## config.mk

```make
export PLATFORM = sky130hd
export DESIGN_NAME = lcd_function_selector
export DESIGN_NICKNAME = d
export VERILOG_FILES = /design/src/rtl/lcd_function_selector.sv
export SDC_FILE = /design/constraint.sdc
export NUM_CORES = 1
export LEC_CHECK = 0
export BUFFER_PORTS_ARGS = -buffer_cell sky130_fd_sc_hd__buf_2
export CORE_MARGIN = 3
export CORE_UTILIZATION = 51
export DETAILED_ROUTE_END_ITERATION = 12
export PLACE_DENSITY = 0.69
export SYNTH_ARGS = -nofsm -noshare
export SYNTH_HDL_FRONTEND = slang
export SYNTH_SLANG_ARGS = --single-unit
```

## constraint.sdc

```tcl
create_clock -name clk -period 2.2 [get_ports clk]
set_input_delay 0.22 -clock clk [delete_from_list [all_inputs] [get_ports clk]]
set_output_delay 0.22 -clock clk [all_outputs]
set_load 0.005 [all_outputs]
```

## src/rtl/lcd_function_selector.sv

```systemverilog
// lcd_function_selector: debounced NEXT/PREV buttons step a one-hot LCD function select word
module lcd_function_selector #(
    parameter int DB_CYCLES = 1000000,
    parameter int DB_W      = 20,
    parameter int NUM_FUNC  = 9
) (
    input  logic       clk,
    input  logic       rst_n,
    input  logic       key_next_n,
    input  logic       key_prev_n,
    output logic [9:0] function_select,
    output logic [3:0] sel_index,
    output logic       sel_changed
);
    localparam logic [DB_W-1:0] CNT_MAX = DB_W'(DB_CYCLES - 1);
    localparam logic [3:0]      IDX_MAX = 4'(NUM_FUNC);
    logic [1:0]            sync1_q, sync1_d, sync2_q, sync2_d, db_q, db_d, press_q, press_d;
    logic [1:0][DB_W-1:0]  cnt_q, cnt_d;
    logic [3:0]            idx_q, idx_d;
    logic [9:0]            fsel_q, fsel_d;
    logic                  chg_q, chg_d;
    // Synchronise both buttons (bit 0 = NEXT, bit 1 = PREV), debounce, and flag falling edges
    always_comb begin
        sync1_d = {key_prev_n, key_next_n};
        sync2_d = sync1_q;
        for (int i = 0; i < 2; i++) begin
            db_d[i]  = (sync2_q[i] != db_q[i] && cnt_q[i] == CNT_MAX) ? sync2_q[i] : db_q[i];
            cnt_d[i] = (sync2_q[i] == db_q[i] || cnt_q[i] == CNT_MAX) ? '0 : cnt_q[i] + 1'b1;
        end
        press_d = db_q & ~db_d;
    end
    // Step the index on a lone press event; coincident presses cancel out
    always_comb begin
        idx_d  = press_q == 2'b01 ? (idx_q == IDX_MAX ? 4'd0 : idx_q + 4'd1)
               : press_q == 2'b10 ? (idx_q == 4'd0 ? IDX_MAX : idx_q - 4'd1)
               : idx_q;
        fsel_d = idx_d == 4'd0 ? 10'd0 : 10'd1 << (idx_d - 4'd1);
        chg_d  = idx_d != idx_q;
    end
    // State registers; buttons reset to the released level
    always_ff @(posedge clk or negedge rst_n) begin
        if (!rst_n) begin
            sync1_q <= 2'b11;
            sync2_q <= 2'b11;
            db_q    <= 2'b11;
            cnt_q   <= '0;
            press_q <= 2'b00;
            idx_q   <= 4'd0;
            fsel_q  <= 10'd0;
            chg_q   <= 1'b0;
        end else begin
            sync1_q <= sync1_d;
            sync2_q <= sync2_d;
            db_q    <= db_d;
            cnt_q   <= cnt_d;
            press_q <= press_d;
            idx_q   <= idx_d;
            fsel_q  <= fsel_d;
            chg_q   <= chg_d;
        end
    end
    assign function_select = fsel_q;
    assign sel_index       = idx_q;
    assign sel_changed     = chg_q;
endmodule

```

# Word-level counts from Yosys, hierarchy flattened
# Cells that the tools add are included.
# W data, S select, Z words.
# totals
register_bits,63
elab_cells,42
# classes
addsub,5
n_eq_ne,10
shifts,1
mux,9
n_bitwise,2
n_reduce_logical,6
# op_table
cell,n
$add A20 B1 Y20 const B,2
$eq A20 B20 Y1 const B,2
$mux W20,2
$mux W4,4
$mux W10,1
$shl A1 B4 Y10 const A,1
$logic_not A4 Y1,2
$sub A4 B1 Y4 const B,2
$add A4 B1 Y4 const B,1
$eq A4 B4 Y1 const B,1
$ne A4 B4 Y1,1
$and A2 B2 Y2,1
$eq A1 B1 Y1,2
$eq A2 B1 Y1 const B,1
$eq A2 B2 Y1 const B,1
$logic_and A1 B1 Y1,2
$logic_or A1 B1 Y1,2
$mux W1,2
$ne A1 B1 Y1,2
$not A2 Y2,1

# Longest topological paths before layout
# Gate-level depths: netlist (run 1).
# depth
ltp_word,7
depth_mapped,6
ltp_nobuf,5

# Worst setup path after synthesis (run 1)
# Ideal clock, no wire load.
# synth_timing
kind,flip-flop to flip-flop
from,register press_q[0]
to,register fsel_q[0] (netlist: function_select[0])
setup_ns,0.101
t_arrival_ns,1.804
t_required_ns,2.099
slack_ns,0.295
stages_incl_launch_ff,7
path_buffers,1
synth_period_minus_slack_ns,1.905
cell_sequence,dfrtp_1 -> buf_2 -> or3b_2 -> o21ai_0 -> mux2i_1 -> inv_2 -> nor4_1
# synth_between
elab_chain_len,6
# synth_lines
element,line,rtl
start: declaration,17,"logic [1:0] sync1_q, sync1_d, sync2_q, sync2_d, db_q, db_d, press_q, press_d;"
start signal: assignment,56,press_q <= press_d;
$eq A2 B2 Y1,35,: press_q == 2'b10 ? (idx_q == 4'd0 ? IDX_MAX : idx_q - 4'd1)
$mux W4,35,
$mux W4 (*),34,idx_d = press_q == 2'b01 ? (idx_q == IDX_MAX ? 4'd0 : idx_q + 4'd1)
net idx_d[1],19,"logic [3:0] idx_q, idx_d;"
$sub A4 B1 Y4,37,fsel_d = idx_d == 4'd0 ? 10'd0 : 10'd1 << (idx_d - 4'd1);
$shl A1 B4 Y10,37,
$mux W10 (*),37,
net fsel_d[0],20,"logic [9:0] fsel_q, fsel_d;"
end signal: assignment,58,fsel_q <= fsel_d;
end: declaration,20,
# Mark *: on every way through the listed nets, which the timed path passes. The rest lies on a longest branch.

# Worst setup path in the final report (run 1)
# layout_timing
from,register cnt_q[8] (netlist name)
to,register db_q[0]
# layout_between
elab_chain_len,3
# layout_lines
element,line,rtl
start: declaration,18,"logic [1:0][DB_W-1:0] cnt_q, cnt_d;"
start signal: assignment,55,cnt_q <= cnt_d;
$eq A20 B20 Y1,27,db_d[i] = (sync2_q[i] != db_q[i] && cnt_q[i] == CNT_MAX) ? sync2_q[i] : db_q[i];
$logic_and A1 B1 Y1,27,
$mux W1,27,
net db_d[0],17,
end signal: assignment,45,db_q <= 2'b11;
end signal: assignment,54,db_q <= db_d;
end: declaration,17,
# The timed path passes the listed nets, and every way through them passes these cells.

==> results of run 1 <==
[flip-flops by register name (all words and copies together), names as in the netlist]
register and count:
function_select 10, cnt_q 40, sync2_q 2, sel_changed 1, db_q 2, sel_index 4, press_q 2, sync1_q 2
[cells by family after synthesis]
logic type	count (synthesis)	share of synthesized area [%]
multiplexers	4	1.44
XOR/XNOR	33	9.80
adder cells (fa/ha/maj)	2	0.849
flip-flops	63	53.7
AO/OA/AOI/OAI	26	7.26
buffers and inverters	17	2.42
AND/OR/NAND/NOR	128	24.5
[cell usage after synthesis, types with 7 or more instances]
| library cell | number |
|---|---|
| nor2_1 | 30 |
| nand2_1 | 12 |
| xnor2_1 | 18 |
| nand3_1 | 16 |
| xor2_1 | 15 |
| nor3_1 | 8 |
| inv_1 | 10 |
| dfrtp_1 | 57 |
| nor4_1 | 16 |
| a21oi_1 | 9 |
| nand4_1 | 7 |
[routing by layer]
metal  vias to the layer above  part of all wire (%)
li1                       1059                     -
met1                      1093                    47
met2                        60                    48
met3                         8                   4.3
met4                         0                   1.0
met5                         -                     0
[critical path: stages (launching register included)]
cell     delay, ns
dfrtp_1       0.45
nor4b_1       0.33
nand2_1       0.16
or4_1         0.59
mux2_1        0.35
[area by class of cell]
class | count | share of cell area, %
timing repair buffer | 30 | 5.88
clock buffer | 12 | 4.27
sequential | 63 | 46.6
tap | 72 | 2.65
multi-input combinational | 193 | 38.0
clock inverter | 4 | 1.32
inverter | 12 | 1.32
[worst min-delay path by stage]
stage | startpoint | endpoint | slack [ns]
3_3_place_gp | rst_n | cnt_q[32] | 0.27
3_5_place_dp | rst_n | cnt_q[32] | 0.28
5_1_grt | sync1_q[1] | sync2_q[1] | 0.36
2_1_floorplan | rst_n | cnt_q[0] | -0.08
6_report | sync1_q[1] | sync2_q[1] | 0.36
4_1_cts | sync1_q[1] | sync2_q[1] | 0.36
[power by group through the flow]
| stage | combinational (mW) | clock (mW) | sequential [mW] |
|---|---|---|---|
| detailed placement | 0.0706 | 0 | 1.21 |
| global placement | 0.0709 | 0 | 1.21 |
| floorplan | 0.0296 | 0 | 1.21 |
| global route | 0.0830 | 1.04 | 1.19 |
| finish | 0.0721 | 0.962 | 1.19 |
| CTS | 0.0752 | 1.00 | 1.19 |
==> out/results.txt, run 1 <==
Fin crit share: 88.8%
Final GP Congestion: 0.808
Vias in the first global route: 2030
Antenna-violating nets left: 0
RSZ-0062 raised after global routing: no
IO Port Bufs: 18
Share of cells above drive strength 1: 18.8%
Sequential power share: 53.4%
Met3 Use GR: 5.26%
Area of the die: 0.00673 mm2
Clock share of power: 43.3%
Antenna violations before repair: 0
Most frequent cells in the layout: dfrtp_1, nor2_1, xnor2_1, buf_2
Crit path to: db_q[0]
LEAKAGE: 1.51 nW
CTS Hold Buffers Added: 3
Critical-path maximum fanout: 6
Hold path cells: 0
Worst R2R Setup Slack: 0.25 ns
Slew headroom: 58.5%
Finished Cell Area: 0.00340 mm2
Drt pass-1 iters: 4
Met1 Use GR: 23.1%
Final Non-Filler Cells: 386
Final setup margin: 0.247 ns
Latest clock arrival within the worst-skew pair: 0.33 ns
Period minus WS final: 1.95 ns
Post-Route Skew: 0.00766 ns
Arrival @ worst endpoint: 2.21 ns
GRT overflow: 0
Top_reg_cell synth: dfrtp_1
Setup WS pre-CTS: 0.277 ns
Sw frac: 21.2%
Cells on worst reg2reg path: 4
Post-synthesis cell count: 273
Startpoint types: flop
Via count: 2220
Power per Cell Area: 653 mW/mm2
Final Util: 61.4%
Synth warnings: 0
CTS max path bufs: 2
Seq/Total Area, Yosys: 53.7%
Die height: 82.0 um
Comb pwr share: 3.2%
Yosys top cell area share: 48.4%
Ant diodes: 0
Layout fillers: 470
R2R Path Start: cnt_q[8]
FF/Latch Area: 0.00158 mm2
Slew Limit Fails: 0
Commonest non-fill, non-tap cell in the layout: dfrtp_1
Worst slew pin tran: 0.622 ns
Mapped cell area: 0.00295 mm2
Routed Wire Length: 5.44 mm
DRT iter0 DRCs: 104
Post-synthesis cell type count: 47
Dpl cell area: 0.00318 mm2
Final Hold Fails: 0
Placed cell count: 367
Worst setup path startpoint: cnt_q[8]
Worst EP required: 2.45 ns
Post-Syn Nets: 279
Max IR drop VDD: 0.488 mV
Num CTS Buffers: 9
Root Buffer: clkbuf_8
DR vias/cell: 5.75
Global-route wire length before repair: 9.16 mm
Final setup vio count: 0
Async SR Flop Fraction: 100%
Die span in x: 82.0 um
Setup TNS: 0 ns
NetSw: 472 uW
Largest net degree at the start of global routing: 38
DRC Markers: 0
Reg-to-reg endpoint: db_q[0]
Max Fclk: 0.512 GHz
Hold Path Class: reg2reg
Outcome: completed
GRT Util Overall: 17.8%
Layout Area Growth over Synthesis: 15.4%
Post-cts resize count: 0
Met2 usage: 28.4%
I/O pins: 19
Max-Cap Viols: 0
Largest area contributor in the netlist: dfrtp_1
CTS Sinks: 63
Post-DP HPWL: 3.84 mm
Critical path type: reg2reg
Total Nets Final: 315
Hold_ws: 0.356 ns
Total power: 2.22 mW
Area occupied by multi-input gates: 0.00129 mm2
GRT Max-Usage Layer: met2
Synth Register Bits: 63
Core Area: 0.00554 mm2
Postcts setup bufs: 0
Avg Cell Area, Syn: 10.8 um2
Initial Util: 53.2%
CTS clk-pin slew, worst paths: 0.07 ns
FP Rows: 27
H-tree Lvls: 3
Synth area leaders: dfrtp_1, dfstp_2, xnor2_1
Number of flops mapped to enable cells by yosys: 0
TritonCTS clock tree: done
WL per Instance: 14.1 um
Power Internal: 1.75 mW
Crit. End Element: flop
Note: power is estimated with default switching activity, not from simulation.
==> inputs of run 2 (changes only) <==
MAX_ROUTING_LAYER = met4   (was default)
clock period = 2.4 ns   (was 2.2 ns; I/O delays follow)
==> run 2 against run 1 <==
Fmax fell by 2.2%. Highest routed layer unchanged. Flip-flop and latch count did not move. Global-route usage rose by 0.46 points. Worst hold slack improved by 0.0028 ns. Critical path type unchanged. Via count fell by 5.2%. Final area fell by 0.66%. Clock skew barely moved. Non-clock buffer count fell by 4. Worst setup slack improved by 0.16 ns.
==> out/results.txt, run 2 (same netlist as run 1, synthesis figures left out) <==
WL per Instance: 14.0 um (-0.87%)
Slew headroom: 56.7% (-1.8 points)
Max-Cap Viols: 0 (unchanged)
CTS Sinks: 63 (unchanged)
Routed Wire Length: 5.34 mm (-1.9%)
Critical-path maximum fanout: 6 (unchanged)
Max Fclk: 0.501 GHz (-2.2%)
Outcome: completed
Total Nets Final: 311 (-1.3%)
Fin crit share: 83.2% (-5.5 points)
Drt pass-1 iters: 4 (unchanged)
FF/Latch Area: 0.00158 mm2 (unchanged)
Reg-to-reg endpoint: db_q[0]
DR vias/cell: 5.51 (-4.2%)
Area of the die: 0.00673 mm2 (unchanged)
CTS max path bufs: 2 (unchanged)
TritonCTS clock tree: done
Final setup vio count: 0 (unchanged)
WP depth: 4 (unchanged)
RSZ-0062 raised after global routing: no
Final GP Congestion: 0.798 (-1.2%)
Max FFs per register: 40 (unchanged)
Max IR drop VDD: 0.372 mV (-24%)
GRT overflow: 0 (unchanged)
Commonest non-fill, non-tap cell in the layout: dfrtp_1
Hold Path Class: reg2reg
Post-DP HPWL: 3.77 mm (-1.9%)
Final Util: 61.0% (-0.41 points)
Core Area: 0.00554 mm2 (unchanged)
Delay-heaviest family, CP: simple AND/OR/NAND/NOR gates
Layout Area Growth over Synthesis: 14.6%
Post-Route Skew: 0.00802 ns (+0.000354 ns)
I/O pins: 19 (unchanged)
Setup WS pre-CTS: 0.463 ns (+0.186 ns)
DRT iter0 DRCs: 96 (-7.7%)
H-tree Lvls: 3 (unchanged)
Num CTS Buffers: 9 (unchanged)
CP Cell Sequence: nor4b_1, nand2_1, or4_1, mux2_1
Die height: 82.0 um (unchanged)
Final setup margin: 0.402 ns (+0.156 ns)
Worst EP required: 2.67 ns (+0.22 ns)
Post-cts resize count: 0 (unchanged)
GRT Util Overall: 18.3% (+0.46 points)
Slew Limit Fails: 0 (unchanged)
Root Buffer: clkbuf_8
LEAKAGE: 1.49 nW (-1.2%)
Crit path to: db_q[0]
Power per Cell Area: 611 mW/mm2 (-6.4%)
Cells on worst reg2reg path: 4 (unchanged)
Most frequent cells in the layout: dfrtp_1, nor2_1, xnor2_1, buf_2
Area occupied by multi-input gates: 0.00129 mm2 (unchanged)
Latest clock arrival within the worst-skew pair: 0.34 ns (about the same)
R2R Path Start: cnt_q[8]
Antenna violations before repair: 0 (unchanged)
Setup TNS: 0 ns (unchanged)
Startpoint types: flop
Ant diodes: 0 (unchanged)
Period minus WS final: 2.00 ns (+0.0444 ns)
Top reg by flops: cnt_q
Critical path's slowest cell: or4_1
Critical path type: reg2reg
CTS clk-pin slew, worst paths: 0.07 ns (about the same)
Finished Cell Area: 0.00338 mm2 (-0.66%)
Slowest stage delay, CP: 0.57 ns (-0.02 ns)
Dpl cell area: 0.00315 mm2 (-0.94%)
Largest net degree at the start of global routing: 36 (-5.3%)
Share of cells above drive strength 1: 18.4% (-0.40 points)
Worst Path Buf+Inv: 0 (unchanged)
Layout fillers: 466 (-0.85%)
Via count: 2104 (-5.2%)
Worst setup path startpoint: cnt_q[8]
IO Port Bufs: 18 (unchanged)
Antenna-violating nets left: 0 (unchanged)
Vias in the first global route: 1952 (-3.8%)
DRC Markers: 0 (unchanged)
Arrival @ worst endpoint: 2.27 ns (+0.06 ns)
Worst R2R Setup Slack: 0.40 ns (+0.16 ns)
Worst slew pin tran: 0.649 ns (+0.0272 ns)
Initial Util: 53.2% (unchanged)
Global-route wire length before repair: 9.00 mm (-1.7%)
Final Hold Fails: 0 (unchanged)
Die span in x: 82.0 um (unchanged)
Crit. End Element: flop
FP Rows: 27 (unchanged)
## run 2: cell types whose count changed in the layout (fill, tap and decap cells not counted)
cell	change
clkbuf_8	-1
buf_4	-4
clkbuf_1	-2
clkinv_4	+3
clkinv_2	-1
clkinvlp_4	+1
## run 2: final cells by class
cell class	count	area share, %
clock buffer	9	3.67
clock inverter	7	2.18
inverter	12	1.33
multi-input combinational	193	38.2
sequential	63	46.9
tap	72	2.67
timing repair buffer	26	5.04
## run 2: how the worst min path moves through the flow
stage | from | end | slack [ns] | depth (start not counted)
global route | sync1_q[0] | sync2_q[0] | 0.36 | 0
finish | sync1_q[0] | sync2_q[0] | 0.36 | 0
detailed placement | rst_n | cnt_q[32] | 0.31 | 1
CTS | sync1_q[0] | sync2_q[0] | 0.36 | 0
floorplan | rst_n | cnt_q[0] | -0.06 | 0
global placement | rst_n | cnt_q[32] | 0.30 | 1
## run 2: metrics by stage
step | total power, mW | hold WS (ns) | instances
4_1_cts | 2.10 | 0.360 | 382
2_1_floorplan | 1.13 | -0.0556 | 273
3_5_place_dp | 1.17 | 0.309 | 363
5_1_grt | 2.16 | 0.361 | 382
3_3_place_gp | 1.17 | 0.305 | 363
6_report | 2.07 | 0.359 | 382
## run 2: report_power, final
group          switching, mW  internal (mW)
combinational         0.0408         0.0233
clock                  0.434          0.480
sequential            0.0123           1.08
total                  0.487           1.58
## run 2: worst reg2reg max path, cell delays in order (launching register included)
cell	delay (ns)
dfrtp_1	0.45
nor4b_1	0.39
nand2_1	0.16
or4_1	0.57
mux2_1	0.34
## run 2: timing repair
action	CTS	global route
hold endpoints to repair	26	0
hold buffers	3	0
setup buffers	0	0
setup endpoints to repair	0	0
## run 2: layer usage
layer  GRT usage, %  wire length, um  vias up
li1               -                -     1052
met1           23.9             2590     1005
met2           26.7             2470       36
met3           4.28              186       11
met4           8.97               90        0
met5              -                0        -
